<file path="src/rtl/rv32_pkg.sv">
// Shared RV32I definitions for the ID-stage helpers (scoreboard, forwarding).
//   NUM_REGS   : number of architectural integer registers
//   OP_*       : 7-bit major opcodes that the decode helpers recognise
//   src_use_t  : which operand fields an opcode actually uses
package rv32_pkg;

  localparam int NUM_REGS = 32;

  localparam logic [6:0] OP_R      = 7'b0110011;
  localparam logic [6:0] OP_IMM    = 7'b0010011;
  localparam logic [6:0] OP_LOAD   = 7'b0000011;
  localparam logic [6:0] OP_STORE  = 7'b0100011;
  localparam logic [6:0] OP_BRANCH = 7'b1100011;
  localparam logic [6:0] OP_JAL    = 7'b1101111;
  localparam logic [6:0] OP_JALR   = 7'b1100111;
  localparam logic [6:0] OP_LUI    = 7'b0110111;
  localparam logic [6:0] OP_AUIPC  = 7'b0010111;

  typedef struct packed {
    logic uses_rs1;
    logic uses_rs2;
    logic writes_rd;
  } src_use_t;

endpackage

</file>
<file path="src/rtl/id_scoreboard_if.sv">
// Signal bundle between the ID stage and the hazard scoreboard.
//   master : ID/WB side, drives the decoded fields and the writeback pair
//   slave  : scoreboard side, returns stall_o, issue_o and pending_o
interface id_scoreboard_if;

  logic                          id_valid;
  logic                          hold_i;
  logic                          flush_i;
  logic [6:0]                    OPCODE_ID;
  logic [4:0]                    RS1_ID;
  logic [4:0]                    RS2_ID;
  logic [4:0]                    RD_ID;
  logic                          RegWrite_WB;
  logic [4:0]                    RD_WB;
  logic                          stall_o;
  logic                          issue_o;
  logic [rv32_pkg::NUM_REGS-1:0] pending_o;

  modport master (
    output id_valid, hold_i, flush_i, OPCODE_ID, RS1_ID, RS2_ID, RD_ID,
           RegWrite_WB, RD_WB,
    input  stall_o, issue_o, pending_o
  );

  modport slave (
    input  id_valid, hold_i, flush_i, OPCODE_ID, RS1_ID, RS2_ID, RD_ID,
           RegWrite_WB, RD_WB,
    output stall_o, issue_o, pending_o
  );

endinterface

</file>
<file path="src/rtl/rv_src_decode.sv">
// Opcode -> operand usage decode, shared by the scoreboard and forwarding unit.
//   i_opcode : 7-bit major opcode
//   o_use    : {uses_rs1, uses_rs2, writes_rd}; unknown opcodes use nothing
module rv_src_decode
  import rv32_pkg::*;
(
  input  logic [6:0] i_opcode,
  output src_use_t   o_use
);

  always_comb begin
    // NOTE: default every output before the case so no path leaves it unassigned (no latch).
    o_use = '0;
    case (i_opcode)
      OP_R:      o_use = '{uses_rs1: 1'b1, uses_rs2: 1'b1, writes_rd: 1'b1};
      OP_IMM:    o_use = '{uses_rs1: 1'b1, uses_rs2: 1'b0, writes_rd: 1'b1};
      OP_LOAD:   o_use = '{uses_rs1: 1'b1, uses_rs2: 1'b0, writes_rd: 1'b1};
      OP_STORE:  o_use = '{uses_rs1: 1'b1, uses_rs2: 1'b1, writes_rd: 1'b0};
      OP_BRANCH: o_use = '{uses_rs1: 1'b1, uses_rs2: 1'b1, writes_rd: 1'b0};
      OP_JALR:   o_use = '{uses_rs1: 1'b1, uses_rs2: 1'b0, writes_rd: 1'b1};
      OP_JAL:    o_use = '{uses_rs1: 1'b0, uses_rs2: 1'b0, writes_rd: 1'b1};
      OP_LUI:    o_use = '{uses_rs1: 1'b0, uses_rs2: 1'b0, writes_rd: 1'b1};
      OP_AUIPC:  o_use = '{uses_rs1: 1'b0, uses_rs2: 1'b0, writes_rd: 1'b1};
      default:   o_use = '0;
    endcase
  end

endmodule

</file>
<file path="src/rtl/id_scoreboard.sv">
// Register-hazard scoreboard for the RV32I ID stage. Keeps an in-flight write
// count per architectural register; ID issue increments, WB retire decrements.
//   clk, rst_n : rising-edge clock, asynchronous active-low reset
//   sb (slave) : ID fields + WB pair in; stall_o / issue_o / pending_o out
// Parameters:
//   CNT_W      : width of each in-flight counter (saturates at 2^CNT_W-1)
//   WB_BYPASS  : 1 lets a retiring write release a source stall in the same cycle
module id_scoreboard
  import rv32_pkg::*;
#(
  parameter int CNT_W     = 2,
  parameter bit WB_BYPASS = 1'b1
) (
  input  logic            clk,
  input  logic            rst_n,
  id_scoreboard_if.slave  sb
);

  localparam logic [CNT_W-1:0] CNT_MAX = '1;

  logic [NUM_REGS-1:0][CNT_W-1:0] w_count;
  logic [NUM_REGS-1:0]            w_wb_dec;
  logic [NUM_REGS-1:0]            w_inc;
  logic [NUM_REGS-1:0]            w_pending;
  logic [CNT_W-1:0]               w_eff_rs1;
  logic [CNT_W-1:0]               w_eff_rs2;
  logic                           w_haz;
  logic                           w_full;
  logic                           w_live;
  logic                           w_stall;
  logic                           w_issue;
  src_use_t                       w_use;

  rv_src_decode u_src_decode (
    .i_opcode (sb.OPCODE_ID),
    .o_use    (w_use)
  );

  // A retire only counts against a register that actually has a write in
  // flight; this is what keeps the counters from underflowing. x0 never counts.
  always_comb begin
    w_wb_dec  = '0;
    w_pending = '0;
    for (int r = 1; r < NUM_REGS; r++) begin
      w_wb_dec[r]  = sb.RegWrite_WB && (sb.RD_WB == 5'(r)) && (w_count[r] != '0);
      w_pending[r] = (w_count[r] != '0);
    end
  end

  // wb_dec implies count != 0, so the subtraction cannot wrap.
  assign w_eff_rs1 = w_count[sb.RS1_ID] - CNT_W'(WB_BYPASS && w_wb_dec[sb.RS1_ID]);
  assign w_eff_rs2 = w_count[sb.RS2_ID] - CNT_W'(WB_BYPASS && w_wb_dec[sb.RS2_ID]);

  assign w_haz  = (w_use.uses_rs1 && (w_eff_rs1 != '0)) ||
                  (w_use.uses_rs2 && (w_eff_rs2 != '0));
  // A same-cycle retire frees a slot regardless of WB_BYPASS, so a saturated
  // destination can still accept the new write.
  assign w_full = w_use.writes_rd && (sb.RD_ID != 5'd0) &&
                  (w_count[sb.RD_ID] == CNT_MAX) && !w_wb_dec[sb.RD_ID];

  assign w_live  = sb.id_valid && !sb.flush_i;
  assign w_stall = w_live && (w_haz || w_full);
  assign w_issue = w_live && !sb.hold_i && !w_stall;

  always_comb begin
    w_inc = '0;
    for (int r = 1; r < NUM_REGS; r++) begin
      w_inc[r] = w_issue && w_use.writes_rd && (sb.RD_ID == 5'(r));
    end
  end

  assign w_count[0] = '0;

  for (genvar r = 1; r < NUM_REGS; r++) begin : g_cnt
    logic [CNT_W-1:0] r_cnt;

    // NOTE: these are individual flops, not a RAM, so each one takes the async reset.
    always_ff @(posedge clk or negedge rst_n) begin
      if (!rst_n) begin
        r_cnt <= '0;
      end else if (w_inc[r] != w_wb_dec[r]) begin
        // NOTE: non-blocking so every counter samples the pre-edge state.
        r_cnt <= w_inc[r] ? r_cnt + CNT_W'(1) : r_cnt - CNT_W'(1);
      end
    end

    assign w_count[r] = r_cnt;
  end

  assign sb.stall_o   = w_stall;
  assign sb.issue_o   = w_issue;
  assign sb.pending_o = w_pending;

endmodule

</file>
<file path="src/flat_wrapper.sv">
// flat-port wrapper written by rule: the top's interface ports become plain ports
module id_scoreboard_flat import rv32_pkg::*;
#(
  parameter int CNT_W     = 2,
  parameter bit WB_BYPASS = 1'b1
)
  (clk, rst_n, sb_id_valid, sb_hold_i, sb_flush_i, sb_OPCODE_ID, sb_RS1_ID, sb_RS2_ID, sb_RD_ID, sb_RegWrite_WB, sb_RD_WB, sb_stall_o, sb_issue_o, sb_pending_o);
  id_scoreboard_if sb_i ();
  input  logic clk;
  input  logic rst_n;
  input wire logic [$bits(sb_i.id_valid)-1:0] sb_id_valid;
  input wire logic [$bits(sb_i.hold_i)-1:0] sb_hold_i;
  input wire logic [$bits(sb_i.flush_i)-1:0] sb_flush_i;
  input wire logic [$bits(sb_i.OPCODE_ID)-1:0] sb_OPCODE_ID;
  input wire logic [$bits(sb_i.RS1_ID)-1:0] sb_RS1_ID;
  input wire logic [$bits(sb_i.RS2_ID)-1:0] sb_RS2_ID;
  input wire logic [$bits(sb_i.RD_ID)-1:0] sb_RD_ID;
  input wire logic [$bits(sb_i.RegWrite_WB)-1:0] sb_RegWrite_WB;
  input wire logic [$bits(sb_i.RD_WB)-1:0] sb_RD_WB;
  output wire logic [$bits(sb_i.stall_o)-1:0] sb_stall_o;
  output wire logic [$bits(sb_i.issue_o)-1:0] sb_issue_o;
  output wire logic [$bits(sb_i.pending_o)-1:0] sb_pending_o;
  assign sb_i.id_valid = sb_id_valid;
  assign sb_i.hold_i = sb_hold_i;
  assign sb_i.flush_i = sb_flush_i;
  assign sb_i.OPCODE_ID = sb_OPCODE_ID;
  assign sb_i.RS1_ID = sb_RS1_ID;
  assign sb_i.RS2_ID = sb_RS2_ID;
  assign sb_i.RD_ID = sb_RD_ID;
  assign sb_i.RegWrite_WB = sb_RegWrite_WB;
  assign sb_i.RD_WB = sb_RD_WB;
  assign sb_stall_o = sb_i.stall_o;
  assign sb_issue_o = sb_i.issue_o;
  assign sb_pending_o = sb_i.pending_o;
  id_scoreboard #(.CNT_W(CNT_W), .WB_BYPASS(WB_BYPASS)) u_core (.clk(clk), .rst_n(rst_n), .sb(sb_i));
endmodule
</file>
<file path="config.mk">
export PLATFORM = sky130hd
export DESIGN_NAME = id_scoreboard_flat
export DESIGN_NICKNAME = d
export VERILOG_FILES = /design/src/rtl/rv32_pkg.sv /design/src/rtl/id_scoreboard_if.sv /design/src/rtl/rv_src_decode.sv /design/src/rtl/id_scoreboard.sv /design/src/flat_wrapper.sv
export SDC_FILE = /design/constraint.sdc
export NUM_CORES = 1
export LEC_CHECK = 0
export BUFFER_PORTS_ARGS = -buffer_cell sky130_fd_sc_hd__buf_2
export CORE_AREA = 2 2 144 146
export CTS_BUF_LIST = sky130_fd_sc_hd__clkbuf_2
export DETAILED_ROUTE_END_ITERATION = 16
export DIE_AREA = 0 0 146 148
export GPL_TIMING_DRIVEN = 0
export SLEW_MARGIN = 5
export SYNTH_ARGS = -nofsm -noshare
export SYNTH_HDL_FRONTEND = slang
export SYNTH_HIERARCHICAL = 1
export SYNTH_SLANG_ARGS = --single-unit
</file>
<file path="constraint.sdc">
create_clock -name clk -period 10.8 [get_ports clk]
set_clock_uncertainty 0.2 [all_clocks]
set_input_delay 1.62 -clock clk [delete_from_list [all_inputs] [get_ports clk]]
set_output_delay 1.62 -clock clk [all_outputs]
set_load 0.1 [all_outputs]
</file>
# Yosys cells after proc, flatten, opt, wreduce, memory -nomap -nowiden

Cells that the tools add are included.

Register bits after elaboration: 62
Input port bits: 33
Output and inout bits: 34
Word-level logic and storage cells: 391

Add/sub/neg operators: 64
$lt $le $gt $ge: 3
Eq/ne operators: 103
Mux-type cells: 44
Reduce and logical (&&, ||, !) cells: 146

Operators by type and width:

| cell                                                                         | number |
|---|---|
| 5-bit == test, second input constant                                         | 32 |
| 1-bit logical AND                                                            | 103 |
| 5-bit by 4-bit == test with 1-bit output, second input constant              | 16 |
| 2-bit two-way mux                                                            | 34 |
| 2-bit nonzero test                                                           | 33 |
| 2-bit by 1-bit adder with 2-bit output, second input constant                | 31 |
| 2-bit by 1-bit subtractor with 2-bit output, second input constant           | 31 |
| 5-bit by 3-bit == test with 1-bit output, second input constant              | 8 |
| 1-bit != test                                                                | 31 |
| 2-bit binary-select mux with 5-bit select                                    | 3 |
| 7-bit by 6-bit == test with 1-bit output, second input constant              | 3 |
| 7-bit == test, second input constant                                         | 3 |
| 5-bit by 2-bit == test with 1-bit output, second input constant              | 4 |
| 5-bit by 6-bit less-than comparator with 1-bit output, second input constant | 3 |
| 1-bit binary-select mux with 5-bit select                                    | 3 |
| 7-bit by 5-bit == test with 1-bit output, second input constant              | 2 |
| 3-bit one-hot mux with 4 select lines                                        | 1 |
| 5-bit by 1-bit == test with 1-bit output, second input constant              | 2 |
| 7-bit by 2-bit == test with 1-bit output, second input constant              | 1 |
| 3-bit OR reduction                                                           | 2 |
| 5-bit nonzero test                                                           | 1 |
| 1-bit zero test                                                              | 4 |
| 2-bit by 1-bit subtractor with 2-bit output                                  | 2 |
| 1-bit two-way mux                                                            | 3 |
| 3 further kinds                                                              | 4 |

# Depth between registers and ports, before layout

Depth in word-level cells: 16
Mapped depth: 14

# Modules after synthesis

The synthesis kept the hierarchy.

Modules (own cells, without submodules):

| module        | instances | cells each | area an instance (um2) | sequential area each (um2) |
|---|---|---|---|---|
| id_scoreboard | 1         | 852        | 6816.5                 | 1551.5 |
| rv_src_decode | 1         | 12         | 85.1                   | 0.0 |

# Worst setup path before layout

Ideal clock, no wire load.

Path type: input-to-output
From: input port sb_RS1_ID[1]
To: output port sb_issue_o
Arrival: 5.468 ns
Required time: 8.980 ns
Slack: 3.512 ns
Cell stages on the path: 7
Buffers on the path: 1
Cells stage by stage: buf_1 -> mux4_2 -> mux4_2 -> nand3_1 -> nand3_1 -> or3_1 -> nor3_1

Longest elaborated chain between the ends: 10
Elaborated cells on any way between the ends: 12
Those cells by class: add/sub: 1; mux: 4; reduce/logical: 7

Ends and longest elaborated chain:

| element                                                                                                | RTL line            | RTL |
|---|---|---|
| start: declaration                                                                                     | flat_wrapper.sv:15  | `input wire logic [$bits(sb_i.RS1_ID)-1:0] sb_RS1_ID;` |
| 2-bit binary-select mux with 5-bit select or 1-bit binary-select mux with 5-bit select (tied branches) | id_scoreboard.sv:51 | `assign w_eff_rs1 = w_count[sb.RS1_ID] - CNT_W'(WB_BYPASS && w_wb_dec[sb.RS1_ID]);` |
| 2-bit two-way mux (not written as such) or 1-bit two-way mux (tied branches)                           | id_scoreboard.sv:51 |  |
| 2-bit by 1-bit subtractor with 2-bit output (*)                                                        | id_scoreboard.sv:51 |  |
| 2-bit nonzero test (*)                                                                                 | id_scoreboard.sv:54 | `assign w_haz = (w_use.uses_rs1 && (w_eff_rs1 != '0)) \|\|` |
| 1-bit logical AND (*)                                                                                  | id_scoreboard.sv:54 |  |
| 1-bit logical OR (*)                                                                                   | id_scoreboard.sv:54 |  |
| 1-bit logical OR (*)                                                                                   | id_scoreboard.sv:62 | `assign w_stall = w_live && (w_haz \|\| w_full);` |
| 1-bit logical AND (*)                                                                                  | id_scoreboard.sv:62 |  |
| 1-bit zero test (*)                                                                                    | id_scoreboard.sv:63 | `assign w_issue = w_live && !sb.hold_i && !w_stall;` |
| 1-bit logical AND (*)                                                                                  | id_scoreboard.sv:63 |  |
| end: declaration                                                                                       | flat_wrapper.sv:21  | `output wire logic [$bits(sb_i.issue_o)-1:0] sb_issue_o;` |

Mark *: on every way between the ends. The rest lies on a longest branch, timed or not. The select of a mux whose other input is x is not followed.

# Worst setup path in the final report

From: input port sb_RD_WB[1]
To: output port sb_stall_o

Longest elaborated chain between the ends: 11
Elaborated cells on any way between the ends: 110
Those cells by class: add/sub: 2; eq/ne: 31; mux: 6; reduce/logical: 71

Ends and longest elaborated chain:

| element                                                          | RTL line                                 | RTL |
|---|---|---|
| start: declaration                                               | flat_wrapper.sv:19                       | `input wire logic [$bits(sb_i.RD_WB)-1:0] sb_RD_WB;` |
| 5-bit by 1-bit == test with 1-bit output (tied with other cells) | id_scoreboard.sv:45                      | `w_wb_dec[r] = sb.RegWrite_WB && (sb.RD_WB == 5'(r)) && (w_count[r] != '0);` |
| 1-bit logical AND (2 in series)                                  | id_scoreboard.sv:45                      |  |
| 1-bit binary-select mux with 5-bit select (on tied branches)     | id_scoreboard.sv:51, id_scoreboard.sv:52 |  |
| 1-bit two-way mux (on tied branches)                             | id_scoreboard.sv:51, id_scoreboard.sv:52 |  |
| 2-bit by 1-bit subtractor with 2-bit output (on tied branches)   | id_scoreboard.sv:51, id_scoreboard.sv:52 |  |
| 2-bit nonzero test (on tied branches)                            | id_scoreboard.sv:54, id_scoreboard.sv:55 |  |
| 1-bit logical AND (on tied branches)                             | id_scoreboard.sv:54, id_scoreboard.sv:55 |  |
| 1-bit logical OR                                                 | id_scoreboard.sv:54                      |  |
| 1-bit logical OR (*)                                             | id_scoreboard.sv:62                      |  |
| 1-bit logical AND (*)                                            | id_scoreboard.sv:62                      |  |
| end: declaration                                                 | flat_wrapper.sv:20                       | `output wire logic [$bits(sb_i.stall_o)-1:0] sb_stall_o;` |

Marked as above.

==> flow_metrics.tcl <==
set metrics [dict create \
    grt_max_degree 63 \
    top_regs "u_core/g_cnt.r_cnt x62" \
    total_leakage_power_nw 3.05 \
    nets 965 \
    grt_use_total_pct 32.8 \
    setup_tns_ns 0 \
    gr-total-overflow 0 \
    grt_pass1_vias 7681 \
    multiInputGateArea_sq_um 4830 \
    slew_viol_final 0 \
    die_w_um 146 \
    vias 8244 \
    finalCritPeriodShare_pct 70.3 \
    initial_core_util_pct 34.4 \
    cp-end-kind "output port" \
    largest_register_ffs 62 \
    fin_crit_ns 7.59 \
    syn-num-nets 897 \
    detail-route-antenna-nets 0 \
    async_flop_share_pct 100 \
    drtIter0Drc 1274 \
    dieArea_sq_um 21600 \
    crit_family "buffers and inverters" \
    post_cts_buffers 0 \
    clockBufferDepth 2 \
    antenna_found_initial 1 \
    dp_hpwl_um 26100 \
    synth-edff-count 0 \
    core_sq_um 20000 \
    synth_area_sq_um 6900 \
    synth_cells 864 \
    cts_hold_buffers 0 \
    regMostFlops "u_core/g_cnt.r_cnt" \
    cp.arrival_ns 5.77 \
    clock-root-buffer "clkbuf_2" \
    worst_slack_ns 3.21 \
    yosysWarnings 6 \
    tightest_slew_ns 1.13 \
    clock_sinks 62 \
    avgSynthCellArea_sq_um 7.99 \
    final_cell_mix "80 x buf_2, 62 x dfrtp_1, 60 x nand2_1" \
    ys_ff_latch 62 \
    drive_gt1_share_pct 16.8 \
    rsz0062_at_grt "no" \
    path_class "in -> out" \
    fin_util_pct 38.2 \
    path_cells "buf_4 > or2_1 > clkbuf_1 > clkbuf_1 > buf_1 > nor3_1 > o2111ai_1 > nand4_1 > a31oi_1 > a2bb2oi_1 > buf_2 > buf_2 > a21oi_1 > buf_2" \
    synth_top_area_share_pct 22.5 \
    globalplace.congestion 1.08 \
    area_delta_synth_final_pct 11.0 \
    boundaryPins 67 \
    cts_buffers 9 \
    critPathMaxFanout 10 \
    crit_path_top_delay_cell "clkbuf_1" \
    layout.area.seq_sq_um 1550 \
    cp-start-kind "input pin" \
    ys.flop_type "dfrtp_1" \
    max_stage_delay_ns 0.67 \
    fmax_mhz 132 \
    powerDensity_nw_per_um2 87.7 \
    irDropWorstVdd_v 0.0000445 \
    final-hold-violation-count 0 \
    clk_latency_ns 0.60 \
    worstPathRequired_ns 8.98 \
    critPathBufInv 7 \
    row_count 52 \
    crit_path_frequent_cell "buf_2" \
    die_h_um 148 \
    finalPower_mw 0.672 \
    grt_pass1_wl_um 51800 \
    yosysSeqAreaShare_pct 22.5 \
    drt_first_pass_iters 6 \
    slew_headroom_pct 24.7 \
    netlist_top_cells_area "dfrtp_1 22%, mux4_2 9.5%, o2111ai_1 5.2%" \
    n_antenna_cell 0 \
    wirelength_um 36000 \
    via_per_inst 6.83 \
    yosys.area.top_type "dfrtp_1" \
    outcome "finished, final reports clean" \
    layout_commonest_cell "buf_2" \
    post-place-ws_ns 3.42 \
    ys_types 77 \
    drc 0 \
    cts_resized 0 \
    hold_path.class "reg -> reg" \
    wl_per_cell_um 29.8 \
    setup_violations 0 \
    cts_tree "yes" \
    fillers 2185 \
    clk_pin_slew_ns 0.18 \
    cts.htree.levels 3 \
    port_buffers 57 \
    max_cap_violations 0 \
]
==> worst register-to-register path: cells and delay by family (launching register included) <==
family | cells | cell delay (ns)
AOI/OAI and AO/OA | 2 | 0.46
xor gates and xnor gates | 1 | 0.19
buffers and inverters | 3 | 1.76
DFF | 1 | 0.36
muxes | 1 | 0.51
and+or+nand+nor | 3 | 0.55
==> synth_stat cells, types with 11 or more instances <==
cell type   n
dfrtp_1    62
o2111ai_1  41
mux4_2     29
nor2b_1    20
inv_1      34
buf_2      24
o211ai_1   14
mux2i_1    14
nor2_1     58
or2_2      13
buf_1      12
nor3_1     58
nand2b_1   12
xor2_1     25
clkbuf_1   52
nand2_1    60
and2_1     11
nand3_1    55
o21ai_0    34
nor4_1     27
o31ai_1    19
xnor2_1    25
nand4_1    13
==> cells by family (layout without fill, tap and decap cells) <==
kind of cell | after synthesis | count (layout) | share of synthesized area (%)
flops | 62 | 62 | 22.5
simple gates | 376 | 376 | 29.0
mux | 53 | 53 | 13.1
compound gates | 196 | 196 | 21.5
xor+xnor | 50 | 50 | 6.35
other cells | 1 | 1 | 0.0543
buf+inv | 126 | 199 | 7.56
==> metrics by stage <==
step | hold WS [ns] | std cells | area, sq um
2_1_floorplan | 0.328 | 864 | 6900
3_3_place_gp | 0.374 | 1191 | 7520
3_5_place_dp | 0.387 | 1191 | 7530
4_1_cts | 0.414 | 1207 | 7650
5_1_grt | 0.442 | 1207 | 7660
6_report | 0.418 | 1207 | 7660
==> layout make-up <==
cell class                      count  area share, %
Buffer                             92           5.15
Clock buffer                       10          0.653
Clock inverter                      6          0.996
Inverter                           34           1.67
Multi-Input combinational cell    676           63.1
Sequential cell                    62           20.3
Tap cell                          270           4.41
Timing Repair Buffer               57           3.76
==> worst paths after layout <==
path	start	to	slack, ns	depth (start not counted)
max in group asynchronous	rst_n	u_core/g_cnt[14].r_cnt[0]	8.95	1
worst min-delay path	u_core/g_cnt[12].r_cnt[1]	u_core/g_cnt[12].r_cnt[1]	0.42	2
worst min register to register	u_core/g_cnt[12].r_cnt[1]	u_core/g_cnt[12].r_cnt[1]	0.42	2
worst max-delay path	sb_RD_WB[1]	sb_stall_o	3.21	14
worst max register to register	u_core/g_cnt[20].r_cnt[0]	u_core/g_cnt[27].r_cnt[0]	6.70	10
min in group asynchronous	rst_n	u_core/g_cnt[18].r_cnt[1]	0.88	1
==> power breakdown <==
part | switching (mW) | internal [mW]
combinational | 0.170 | 0.0623
sequential | 0.0223 | 0.243
clock | 0.0992 | 0.0750
total | 0.292 | 0.380
==> layer usage <==
metal | share of wire, % | up-vias | track usage (%)
met1 | 39 | 3914 | 42.9
li1 | - | 3431 | -
met5 | 0 | - | 0
met3 | 12 | 187 | 9.66
met2 | 41 | 712 | 47.5
met4 | 8.1 | 0 | 20.7
(Power assumes the default switching activity.)
